[src/rtl/fp16_pkg.sv]
// Shared FP16 field widths and multiplier FSM encoding.
package fp16_pkg;

    localparam int EXP_BITS  = 5;
    localparam int FRAC_BITS = 10;
    localparam int MANT_BITS = FRAC_BITS + 1;
    localparam int BIAS      = 15;
    localparam int PROD_BITS = 2 * MANT_BITS;

    typedef enum logic [1:0] {
        IDLE = 2'd0,
        BUSY = 2'd1,
        DONE = 2'd2
    } mul_state_t;

endpackage

[src/rtl/adder.sv]
// Plain unsigned adder, carry-out dropped; combinational, no flow control.
module adder #(
    parameter int BITS = 22
) (
    input  logic [BITS-1:0] a,
    input  logic [BITS-1:0] b,
    output logic [BITS-1:0] sum
);

    assign sum = a + b;

endmodule

[src/rtl/mant_normalize.sv]
// Splits a significand product into inc/fraction/guard/sticky for rounding.
// Purely combinational, zero latency, no flow control.
module mant_normalize #(
    parameter int MANT_BITS = 11
) (
    input  logic [2*MANT_BITS-1:0] product,
    output logic                   inc,
    output logic [MANT_BITS-2:0]   mant,
    output logic                   guard,
    output logic                   sticky
);

    localparam int M = MANT_BITS;

    always_comb begin
        inc = product[2*M-1];
        if (inc) begin
            mant   = product[2*M-2:M];
            guard  = product[M-1];
            sticky = |product[M-2:0];
        end else begin
            // Product in [1,2): leading one sits one bit lower.
            mant   = product[2*M-3:M-1];
            guard  = product[M-2];
            sticky = |product[M-3:0];
        end
    end

endmodule

[src/rtl/mant_mul_seq.sv]
// Radix-2 shift-add significand multiplier; MANT_BITS+1 cycles (1 on zero operand).
// Result held in DONE until out_ready; no new operands accepted until then.
module mant_mul_seq #(
    parameter int MANT_BITS = 11,
    parameter int TAG_BITS  = 8
) (
    input  logic                   clk,
    input  logic                   rst,
    input  logic                   in_valid,
    output logic                   in_ready,
    input  logic [MANT_BITS-1:0]   in_a,
    input  logic [MANT_BITS-1:0]   in_b,
    input  logic [TAG_BITS-1:0]    in_tag,
    output logic                   out_valid,
    input  logic                   out_ready,
    output logic [2*MANT_BITS-1:0] out_product,
    output logic                   out_inc,
    output logic [MANT_BITS-2:0]   out_mant,
    output logic                   out_guard,
    output logic                   out_sticky,
    output logic [TAG_BITS-1:0]    out_tag
);
    import fp16_pkg::*;

    localparam int PW = 2 * MANT_BITS;
    localparam int CW = $clog2(MANT_BITS + 1);
    localparam logic [CW-1:0] LAST = CW'(MANT_BITS - 1);

    mul_state_t           state;
    logic [CW-1:0]        count;
    logic [MANT_BITS-1:0] a_q;
    logic [MANT_BITS-1:0] b_q;
    logic [PW-1:0]        addend;
    logic [PW-1:0]        sum;

    assign addend = b_q[count] ? ({{MANT_BITS{1'b0}}, a_q} << count) : '0;

    adder #(.BITS(PW)) u_acc_add (
        .a   (out_product),
        .b   (addend),
        .sum (sum)
    );

    always_ff @(posedge clk) begin
        if (rst) begin
            state       <= IDLE;
            in_ready    <= 1'b1;
            out_valid   <= 1'b0;
            out_product <= '0;
            out_tag     <= '0;
            count       <= '0;
            a_q         <= '0;
            b_q         <= '0;
        end else begin
            case (state)
                IDLE: begin
                    if (in_valid) begin
                        a_q         <= in_a;
                        b_q         <= in_b;
                        out_tag     <= in_tag;
                        out_product <= '0;
                        count       <= '0;
                        in_ready    <= 1'b0;
                        if (in_a == '0 || in_b == '0) begin
                            state     <= DONE;
                            out_valid <= 1'b1;
                        end else begin
                            state <= BUSY;
                        end
                    end
                end
                BUSY: begin
                    out_product <= sum;
                    if (count == LAST) begin
                        state     <= DONE;
                        out_valid <= 1'b1;
                    end else begin
                        count <= count + 1'b1;
                    end
                end
                DONE: begin
                    if (out_ready) begin
                        state     <= IDLE;
                        out_valid <= 1'b0;
                        in_ready  <= 1'b1;
                    end
                end
                default: begin
                    state     <= IDLE;
                    in_ready  <= 1'b1;
                    out_valid <= 1'b0;
                end
            endcase
        end
    end

    mant_normalize #(.MANT_BITS(MANT_BITS)) u_norm (
        .product (out_product),
        .inc     (out_inc),
        .mant    (out_mant),
        .guard   (out_guard),
        .sticky  (out_sticky)
    );

endmodule
[config.mk]
export PLATFORM = sky130hd
export DESIGN_NAME = mant_mul_seq
export DESIGN_NICKNAME = d
export VERILOG_FILES = /design/src/rtl/fp16_pkg.sv /design/src/rtl/adder.sv /design/src/rtl/mant_normalize.sv /design/src/rtl/mant_mul_seq.sv
export SDC_FILE = /design/constraint.sdc
export NUM_CORES = 1
export LEC_CHECK = 0
export CORE_MARGIN = 2
export CORE_UTILIZATION = 54
export CTS_BUF_LIST = sky130_fd_sc_hd__clkbuf_2 sky130_fd_sc_hd__clkbuf_4 sky130_fd_sc_hd__clkbuf_8
export DETAILED_ROUTE_END_ITERATION = 12
export GPL_TIMING_DRIVEN = 0
export HOLD_SLACK_MARGIN = 0.12
export PLACE_DENSITY_LB_ADDON = 0.12
export SLEW_MARGIN = 20
export SYNTH_ARGS = -nofsm -noshare
export SYNTH_HDL_FRONTEND = slang
export SYNTH_SLANG_ARGS = --single-unit
[constraint.sdc]
create_clock -name clk -period 3.75 [get_ports clk]
set_input_delay 0.75 -clock clk [delete_from_list [all_inputs] [get_ports clk]]
set_output_delay 0.75 -clock clk [all_outputs]
set_load 0.02 [all_outputs]
==> results.md, run 1 <==
- # rows: 31
- DIE WIDTH: 90.1 um
- PwrDens: 322 nW/um2
- Synthesized area: 4000 um2
- Crit path DAT: 3.82 ns
- RR Endpoint: out_product[19]$_SDFFE_PP0P_
- Syn avg cell area: 7.73 um2
- Lkg Pwr: 2.05 nW
- CTS Hold Bufs: 0
- CP Capture Point: out_product[19]$_SDFFE_PP0P_
- Via count: 4055
- Hold Path Cell Cnt: 2
- Die Area: 8120 um2
- Most frequent cells in the layout: nand2_1 (95), clkdlybuf4s50_1 (78), a21oi_1 (62)
- Total Routing Usage GR: 27.3%
- H-tree Lvls: 3
- Post-Syn Instances: 518
- Worst-Skew Late Latency: 0.36 ns
- Starting DRT DRC Count: 207
- Pre-antenna DRT Iters: 5
- #FFs+latches synth: 60
- # nets final: 664
- Ys async rst share: 0%
- Crit Path Class: flip-flop to flip-flop
- Max-cap violations: 0
- I/O pins: 79
- Num CTS Buffers: 9
- Fillers: 631
- Routability Congestion: 0.904
- Unique masters post-synth: 49
- CTS root buffer: clkbuf_8
- Worst setup EP type: flip-flop
- Die Span Y: 90.1 um
- Maximum clock rate: 0.280 GHz
- Layout cells sized above 1: 10.5%
- Initial Util: 55.5%
- Setup_tns: 0 ns
- Commonest non-fill, non-tap cell in the layout: nand2_1
- Largest family of logic cells by synthesized area: compound AO/OA/AOI/OAI gates
- Clk buf depth: 2
- Drt wl/cell: 15.4 um
- Vias in the first global route: 3841
- Overflow after GRT: 0
- Reg clk slew, reported paths: 0.08 ns
- Ys flop type: dfxtp_1
- CTS sink count: 60
- First-pass GRT wire length: 18.2 mm
- Synth Area in Simple Gates: 21.3%
- Xor and xnor area share after synthesis: 4.38%
- Register area share after synthesis: 30.0%
- Post-route ant nets: 0
- Yosys warns: 0
- WP data required: 4.00 ns
- Core area: 7210 um2
- CP Max Fanout: 10
- Initial antenna violation count: 0
- Reg2reg start: count[0]$_SDFFE_PP0P_
- DRC errors left: 0
- R2r worst-path depth: 16
- Setup slack, reg-to-reg: 0.18 ns
- Total Power: 0.00167 W
- Period utilization: 95.2%
- Fin crit period: 3.57 ns
- Worst hold path type: flip-flop to flip-flop
- Largest net degree at the start of global routing: 13
- Status: finished clean
- # port buffers: 78
- Post-detail-place hpwl: 8.44 mm
- Crit path from: count[0]$_SDFFE_PP0P_
- Adder-cell area share of the yosys netlist: 7.69%
- Endpoints failing setup: 0
- Endpoints failing hold: 0
- Worst Skew: 0.0133 ns
- Number of synthesized flops with an enable pin: 0
- Synth Area in Compound Gates: 22.2%
- CTS tree: built
- Syn_nets: 576
- Max IR drop VDD: 281 uV
- Mux cell area share after synthesis: 9.53%
- Via/cell ratio: 5.71
- Total Wirelength: 10.9 mm
- Diode count: 0
- Startpoint types: flip-flop
- Worst slew pin tran: 0.727 ns
- Slew headroom: 51.2%
- Max-slew violation count: 0
- Synth-to-Final Area Change: 29.3%
==> worst max-delay path: stages, from the launching register on <==
cell	delay, ns
dfxtp_2	0.35
buf_6	0.14
mux4_2	0.53
mux2i_2	0.19
or2_4	0.17
buf_6	0.13
o22ai_1	0.11
ha_1	0.30
buf_6	0.14
a21o_1	0.19
a21o_1	0.20
a21o_1	0.20
a211oi_2	0.21
o21ai_1	0.10
a31oi_2	0.22
xnor2_1	0.09
a22o_1	0.20
==> flip-flops by register name, indices dropped and copies added (netlist names) <==
name / count
in_ready: 1
a_q: 11
out_valid: 1
out_tag: 8
count: 4
state: 2
b_q: 11
out_product: 22
==> metal layers <==
| metal | part of all wire [%] | routed length [um] | GRT usage [%] | vias to the layer above |
|---|---|---|---|---|
| li1 | - | - | - | 2013 |
| met1 | 44 | 4790 | 34.6 | 1891 |
| met2 | 49 | 5330 | 46.8 | 135 |
| met3 | 5.6 | 614 | 5.62 | 16 |
| met4 | 1.7 | 184 | 8.33 | 0 |
| met5 | 0 | 0 | 0 | - |
==> how the worst min path moves through the flow <==
stage | start | endpoint | slack (ns)
after detailed placement | b_q[4]$_SDFFE_PP0P_ | b_q[4]$_SDFFE_PP0P_ | 0.45
after global placement | out_tag[5]$_SDFFE_PP0P_ | out_tag[5]$_SDFFE_PP0P_ | 0.44
after floorplan | b_q[2]$_SDFFE_PP0P_ | b_q[2]$_SDFFE_PP0P_ | 0.43
after global routing | b_q[7]$_SDFFE_PP0P_ | b_q[7]$_SDFFE_PP0P_ | 0.48
after CTS | out_tag[3]$_SDFFE_PP0P_ | out_tag[3]$_SDFFE_PP0P_ | 0.46
final | out_tag[3]$_SDFFE_PP0P_ | out_tag[3]$_SDFFE_PP0P_ | 0.45
==> synth_stat cells (5+ instances only) <==
master     n  area (um2)
a21o_1    12        90.1
a21oi_1   65         325
a22o_1    13         114
a31oi_1   11        68.8
clkbuf_1  30         113
dfxtp_1   60        1200
ha_1      23         288
inv_1     10        37.5
mux2_2    15         169
mux2i_1   10         100
mux4_2     5         113
nand2_1   95         357
nand2b_1   7        43.8
nand3_1   15        75.1
nor2_1    42         158
nor2b_1    8        50.1
nor3_1     7        35.0
nor4_1     6        37.5
o21ai_0   10        50.1
o22ai_1   10        62.6
xnor2_1   12         105
xor2_1     8        70.1
==> cell type report <==
class / count / area [um2] / area share [%]
multi-input cells: 410 / 2650 / 51.2
inverters: 12 / 50.0 / 0.967
plain buffers: 33 / 165 / 3.19
well taps: 99 / 124 / 2.39
flip-flops and latches: 60 / 1200 / 23.3
clock inverters: 6 / 47.5 / 0.919
repair buffers: 80 / 796 / 15.4
clock buffers: 10 / 138 / 2.66
==> repair_timing <==
action                     in CTS  in global routing
pin swaps                       1                  2
resized for setup               5                 26
buffers inserted                0                  2
setup endpoints to repair      11                 12
==> logic make-up (layout without fill, tap and decap cells) <==
logic type / after synthesis / in the layout
muxes: 30 / 30
xor gates and xnor gates: 20 / 20
AOI/OAI and AO/OA: 142 / 142
DFF: 60 / 60
and+or+nand+nor: 194 / 194
buffers and inverters: 48 / 141
adders and majority gates: 24 / 24
==> metrics by stage <==
stage / hold slack, ns / std cells / utilization, % / worst slack [ns] / cell area [um2]
after floorplan: 0.433 / 518 / - / 0.309 / 4000
after global placement: 0.441 / 695 / 68.0 / -0.322 / 4910
after detailed placement: 0.448 / 695 / 68.0 / -0.317 / 4910
after CTS: 0.457 / 710 / 70.7 / 0.0239 / 5100
after global routing: 0.479 / 710 / 71.7 / -0.00663 / 5170
final: 0.455 / 710 / 71.7 / 0.180 / 5170
==> report_power, final <==
| part | total, W | internal (W) | switching, W |
|---|---|---|---|
| registers | 0.000712 | 0.000680 | 0.0000320 |
| clock network | 0.000557 | 0.000263 | 0.000294 |
| logic | 0.000399 | 0.000164 | 0.000235 |
| total | 0.00167 | 0.00111 | 0.000562 |
Note: power is estimated with default switching activity, not from simulation.
==> run 2: changes to the inputs <==
- CORE_ASPECT_RATIO: unset -> 0.9
==> run 2 against run 1 <==
Via count grew 3.5%. Global-route usage up 2.5 points. Combinational power is 5.0% higher. Critical path type unchanged. First-iteration DRC count up 76%. Cell area grew 2.6%. Final cell count down 0.70%. Wire length up 6.4%. Sequential cell count stayed put. Critical path depth unchanged. Die area barely moved. Clock skew about the same.
==> results.md, run 2 (synthesized netlist as in run 1, its figures left out) <==
- Drt wl/cell: 16.5 um (+7.2%)
- Crit path DAT: 3.85 ns (+0.03 ns)
- I/O pins: 79 (unchanged)
- Lkg Pwr: 2.11 nW (+2.7%)
- Num CTS Buffers: 9 (unchanged)
- PwrDens: 358 nW/um2 (+11%)
- Core area: 7110 um2 (-1.4%)
- Internal power: 0.00133 W (+21%)
- Via/cell ratio: 5.95 (+4.2%)
- Register area: 1200 um2 (-0.10%)
- Pre-antenna DRT Iters: 5 (unchanged)
- Clock power share: 40.4% (+7.0 points)
- Max-slew violation count: 0 (unchanged)
- # port buffers: 78 (unchanged)
- Startpoint types: flip-flop
- Starting DRT DRC Count: 365 (+76%)
- Clk buf depth: 2 (unchanged)
- Fin crit period: 3.58 ns (+0.0143 ns)
- Vias in the first global route: 3935 (+2.4%)
- Post-detail-place hpwl: 8.33 mm (-1.2%)
- DRC errors left: 0 (unchanged)
- Diode count: 0 (unchanged)
- Worst Skew: 0.0136 ns (+0.000248 ns)
- Die Area: 8120 um2 (about the same)
- Maximum clock rate: 0.279 GHz (-0.40%)
- # nets final: 665 (+0.15%)
- Total Power: 0.00190 W (+14%)
- Commonest non-fill, non-tap cell in the layout: nand2_1
- CTS sink count: 60 (unchanged)
- Total Routing Usage GR: 29.8% (+2.5 points)
- Routability Congestion: 0.946 (+4.6%)
- Endpoints failing hold: 0 (unchanged)
- Regs by FF count: out_product x22, a_q x11, b_q x11
- Total Wirelength: 11.6 mm (+6.4%)
- Largest reg by FF count: out_product
- First-pass GRT wire length: 19.2 mm (+5.2%)
- Overflow after GRT: 0 (unchanged)
- CTS root buffer: clkbuf_8
- Post-route ant nets: 0 (unchanged)
- CP Max Fanout: 8 (-2)
- Worst hold path type: flip-flop to flip-flop
- Synth-to-Final Area Change: 32.7%
- H-tree Lvls: 3 (unchanged)
- Die Span Y: 85.7 um (-4.9%)
- Max-cap violations: 0 (unchanged)
- Worst-Skew Late Latency: 0.37 ns (about the same)
- Initial antenna violation count: 0 (unchanged)
- Sw Ratio: 29.8% (-3.8 points)
- Max reg flops: 22 (unchanged)
- Reg clk slew, reported paths: 0.07 ns (about the same)
- Comb power frac: 22.0% (-1.9 points)
- Multi-input gate area: 2700 um2 (+1.7%)
- WP data required: 4.01 ns (about the same)
- CTS Hold Bufs: 0 (unchanged)
- Slew headroom: 44.7% (-6.5 points)
- Max IR drop VDD: 310 uV (+10%)
- Fillers: 568 (-10%)
- Largest net degree at the start of global routing: 12 (-1)
- Via count: 4197 (+3.5%)
- # rows: 29 (-6.5%)
- Status: finished clean
- Sw Pwr: 0.000568 W (+1.1%)
- Most frequent cells in the layout: nand2_1 (95), clkdlybuf4s50_1 (78), a21oi_1 (61)
- Crit Path Class: flip-flop to flip-flop
- Initial Util: 56.3% (+0.80 points)
- Post-Place Cell Area: 4900 um2 (-0.15%)
- Layout cells sized above 1: 12.3% (+1.8 points)
- CTS tree: built
- Post-route cell area: 5310 um2 (+2.6%)
- Endpoints failing setup: 0 (unchanged)
- Reg power frac: 37.6% (-5.1 points)
- Worst setup EP type: flip-flop
- DIE WIDTH: 94.8 um (+5.2%)
- Period utilization: 95.6% (+0.38 points)
- Worst slew pin tran: 0.823 ns (+0.0961 ns)
run 2: cell types whose count changed in the layout (fill, tap and decap cells not counted), sizes merged:
cell and delta:
bufinv +3, buf +2, inv -1, clkinv -3
run 2: cell type report:
| cell class | instances | area share, % |
|---|---|---|
| buffer | 31 | 2.99 |
| clock buffer | 11 | 2.85 |
| clock inverter | 5 | 2.00 |
| inverter | 12 | 0.942 |
| multi-input combinational | 410 | 50.7 |
| sequential | 60 | 22.6 |
| tap | 93 | 2.19 |
| timing repair buffer | 83 | 15.6 |
run 2: worst paths after layout:
check | end | slack [ns] | depth (start not counted) | from
worst max-delay path | out_product[19]$_SDFFE_PP0P_ | 0.17 | 16 | count[0]$_SDFFE_PP0P_
worst max register to register | out_product[19]$_SDFFE_PP0P_ | 0.17 | 16 | count[0]$_SDFFE_PP0P_
worst min register to register | out_tag[0]$_SDFFE_PP0P_ | 0.46 | 2 | out_tag[0]$_SDFFE_PP0P_
worst min-delay path | out_tag[0]$_SDFFE_PP0P_ | 0.46 | 2 | out_tag[0]$_SDFFE_PP0P_
run 2: metrics by stage:
step,std cells,setup TNS [ns],hold slack (ns),util [%],setup slack [ns]
finish,705,0,0.455,74.7,0.166
global route,705,-0.00227,0.472,74.7,-0.00227
CTS,705,0,0.456,72.8,0.00315
floorplan,518,0,0.433,-,0.309
global placement,689,-1.00,0.442,68.9,-0.270
detailed placement,689,-1.35,0.446,68.9,-0.339
run 2: what timing repair did:
item,CTS,global route
endpoints found under the setup margin,11,12
pin swaps,1,4
setup buffers,1,4
resized for setup,6,34
run 2: power by group through the flow:
| stage | clock network (W) | logic [W] | registers (W) |
|---|---|---|---|
| finish | 0.000768 | 0.000419 | 0.000714 |
| floorplan | 0 | 0.000228 | 0.000734 |
| detailed placement | 0 | 0.000379 | 0.000727 |
| global placement | 0 | 0.000371 | 0.000724 |
| CTS | 0.000775 | 0.000385 | 0.000713 |
| global route | 0.000804 | 0.000458 | 0.000719 |
run 2: layer usage:
layer  GRT usage, %  vias to the layer above  share of wire (%)
met2           50.3                      185                 48
met1           38.0                     1957                 43
met4           8.43                        0                1.9
met5              0                        -                  0
met3           7.03                       30                6.6
li1               -                     2025                  -
run 2: critical path, stage by stage (launching register included):
cell and delay (ns):
dfxtp_1 0.36, buf_6 0.14, buf_4 0.15, buf_12 0.11, mux4_2 0.53, a21oi_1 0.22
o22ai_1 0.11, ha_1 0.30, buf_6 0.14, a21o_1 0.20, a21o_1 0.21, a21o_1 0.20
a211oi_2 0.21, o21ai_1 0.11, a31oi_2 0.21, xnor2_1 0.09, a22o_1 0.19
==> run 3: changes to the inputs <==
- CORE_UTILIZATION: 54 -> 60
- DONT_BUFFER_PORTS: unset -> 1
- TNS_END_PERCENT: unset -> 100
==> run 3 against run 2 <==
Global-route usage fell by 1.4 points. Non-clock buffer count decreased by 77. Critical path depth unchanged. Setup slack improved by 0.0072 ns. Sequential share of layout area is 4.5 points higher.
==> results.md, run 3 (synthesized netlist as in run 1, its figures left out) <==
- CTS tree: built
- Crit Path Class: flip-flop to flip-flop
- # nets final: 588 (-12%)
- Reg clk slew, reported paths: 0.07 ns (about the same)
- Num CTS Buffers: 9 (unchanged)
- Synth-to-Final Area Change: 10.5%
- Core area: 6520 um2 (-8.4%)
- DIE WIDTH: 90.1 um (-4.9%)
- Reg power frac: 43.4% (+5.8 points)
- Critical Path, Cell by Cell: buf_6 -> mux4_2 -> mux2i_2 -> or2_4 -> buf_6 -> o22ai_1 -> ha_1 -> buf_6 -> a21o_1 -> a21o_1 -> a21o_1 -> a211oi_2 -> o21ai_1 -> a31oi_2 -> xnor2_1 -> a22o_1
- Status: finished clean
- Sw Pwr: 0.000523 W (-7.8%)
- Post-route ant nets: 0 (unchanged)
- Worst slew pin tran: 0.788 ns (-0.0355 ns)
- Fillers: 575 (+1.2%)
- Internal power: 0.00116 W (-13%)
- Endpoints failing setup: 0 (unchanged)
- DRC errors left: 0 (unchanged)
- Period utilization: 95.4% (-0.19 points)
- Clock power share: 38.1% (-2.3 points)
- Setup slack, reg-to-reg: 0.17 ns (about the same)
- # port buffers: 0 (-100%)
- Max-slew violation count: 0 (unchanged)
- Worst Skew: 0.0125 ns (-0.00114 ns)
- I/O pins: 79 (unchanged)
- Slew headroom: 47.1% (+2.4 points)
- Fin crit period: 3.58 ns (-0.00723 ns)
- Slowest CP cell: mux4_2
- H-tree Lvls: 3 (unchanged)
- WP data required: 3.98 ns (-0.03 ns)
- Startpoint types: flip-flop
- Overflow after GRT: 0 (unchanged)
- Max reg flops: 22 (unchanged)
- R2r worst-path depth: 16 (unchanged)
- Via/cell ratio: 6.13 (+2.9%)
- Total Power: 0.00169 W (-11%)
- Comb power frac: 18.6% (-3.4 points)
- Max IR drop VDD: 300 uV (-3.2%)
- RR Endpoint: out_product[19]$_SDFFE_PP0P_
- Lkg Pwr: 1.79 nW (-15%)
- Crit path depth: 16 (unchanged)
- Commonest non-fill, non-tap cell in the layout: nand2_1
- Total Routing Usage GR: 28.4% (-1.4 points)
- Pre-CTS setup slack: -0.290 ns (+0.0485 ns)
- CP Max Fanout: 10 (+2)
- Cell family with most CP delay: compound AO/OA/AOI/OAI gates
- Crit path DAT: 3.81 ns (-0.04 ns)
- Via count: 3822 (-8.9%)
- Sw Ratio: 31.0% (+1.2 points)
- Post-detail-place hpwl: 7.66 mm (-8.0%)
- Worst setup EP type: flip-flop
- First-pass GRT wire length: 16.6 mm (-13%)
- # rows: 28 (-3.4%)
- PnR worst setup slack: 0.173 ns (+0.00723 ns)
- Endpoints failing hold: 0 (unchanged)
- PwrDens: 381 nW/um2 (+6.5%)
- Starting DRT DRC Count: 202 (-45%)
- Pre-antenna DRT Iters: 5 (unchanged)
- Worst hold path type: flip-flop to flip-flop
- Worst Hold Launch: b_q[1]$_SDFFE_PP0P_
- Vias in the first global route: 3489 (-11%)
- Reg2reg start: count[0]$_SDFFE_PP0P_
- Drt wl/cell: 16.6 um (+0.71%)
- CTS root buffer: clkbuf_8
- Core Util, Final: 67.9% (-6.8 points)
- Die Span Y: 81.5 um (-4.9%)
- Crit path from: count[0]$_SDFFE_PP0P_
- CP Capture Point: out_product[19]$_SDFFE_PP0P_
- Worst-Skew Late Latency: 0.35 ns (-0.02 ns)
- Die Area: 7340 um2 (-9.6%)
- Diode count: 0 (unchanged)
- Regs by FF count: out_product x22, a_q x11, b_q x11
- Maximum clock rate: 0.280 GHz (+0.20%)
- Initial Util: 61.4% (+5.1 points)
- Clk buf depth: 2 (unchanged)
- Most frequent cells in the layout: nand2_1 (95), a21oi_1 (63), dfxtp_1 (59)
- Worst Path Buf+Inv: 3 (-1)
- Crit-path max cell delay: 0.52 ns (about the same)
- Routability Congestion: 0.910 (-3.8%)
- Initial antenna violation count: 0 (unchanged)
- Largest net degree at the start of global routing: 12 (unchanged)
- Layout cells sized above 1: 12.4% (+0.10 points)
- Max-cap violations: 0 (unchanged)
- Total Wirelength: 10.4 mm (-11%)
- CTS sink count: 60 (unchanged)
- Largest reg by FF count: out_product
run 3: cell count changes in the layout (fill, tap and decap cells not counted), moves of 2 or more:
cell | before | now
o21ai_1 | 5 | 3
o21ai_0 | 8 | 10
clkbuf_8 | 11 | 9
clkbuf_1 | 22 | 24
a21oi_1 | 61 | 63
clkdlybuf4s50_1 | 78 | 0
ha_1 | 20 | 22
a21oi_2 | 3 | 1
run 3: worst min-delay path by stage:
| stage | end | slack [ns] | cells past startpoint |
|---|---|---|---|
| finish | b_q[1]$_SDFFE_PP0P_ | 0.46 | 2 |
| global route | b_q[5]$_SDFFE_PP0P_ | 0.48 | 2 |
| global placement | b_q[3]$_SDFFE_PP0P_ | 0.44 | 2 |
| detailed placement | b_q[1]$_SDFFE_PP0P_ | 0.45 | 2 |
| CTS | b_q[1]$_SDFFE_PP0P_ | 0.46 | 2 |
| floorplan | b_q[2]$_SDFFE_PP0P_ | 0.43 | 2 |
run 3: power by group through the flow:
stage	logic (W)	registers [W]	clock network, W
after floorplan	0.000228	0.000734	0
after global placement	0.000289	0.000743	0
after detailed placement	0.000293	0.000744	0
after CTS	0.000296	0.000730	0.000654
after global routing	0.000347	0.000736	0.000680
final	0.000313	0.000731	0.000642
run 3: area by class of cell:
class | count | area [um2] | area share, %
plain buffers | 33 | 164 | 3.71
clock buffers | 9 | 124 | 2.80
clock inverters | 6 | 88.8 | 2.01
inverters | 12 | 50.0 | 1.13
multi-input cells | 410 | 2650 | 59.9
flip-flops and latches | 60 | 1200 | 27.2
well taps | 90 | 113 | 2.55
repair buffers | 4 | 30.0 | 0.679
run 3: timing repair:
action,4_1_cts,5_1_grt
endpoints found under the hold margin,0,0
gates resized for setup,5,25
cloned,0,0
hold buffers,0,0
setup endpoints to repair,11,13
pin swaps,1,3
setup buffers,1,3
run 3: metrics by stage:
stage | TNS (ns) | cell area, um2 | hold slack (ns) | instances
finish | 0 | 4420 | 0.460 | 624
floorplan | 0 | 4000 | 0.433 | 518
global placement | -1.12 | 4120 | 0.442 | 608
CTS | 0 | 4340 | 0.459 | 623
global route | -0.00541 | 4420 | 0.481 | 624
detailed placement | -1.24 | 4120 | 0.449 | 608
run 3: worst register-to-register path, cell delays in order, from the launching register on:
cell and delay [ns]:
dfxtp_1 0.37, buf_6 0.15, mux4_2 0.53, mux2i_2 0.19
or2_4 0.17, buf_6 0.13, o22ai_1 0.11, ha_1 0.31
buf_6 0.14, a21o_1 0.19, a21o_1 0.20, a21o_1 0.20
a211oi_2 0.21, o21ai_1 0.10, a31oi_2 0.21, xnor2_1 0.09
a22o_1 0.19
run 3: layer usage:
layer	vias to the layer above	global-route usage (%)	share of wire, %
met1	1768	36.5	46
met5	-	0	0
met4	0	9.08	1.6
li1	1868	-	-
met2	164	48.0	46
met3	22	6.61	6.8
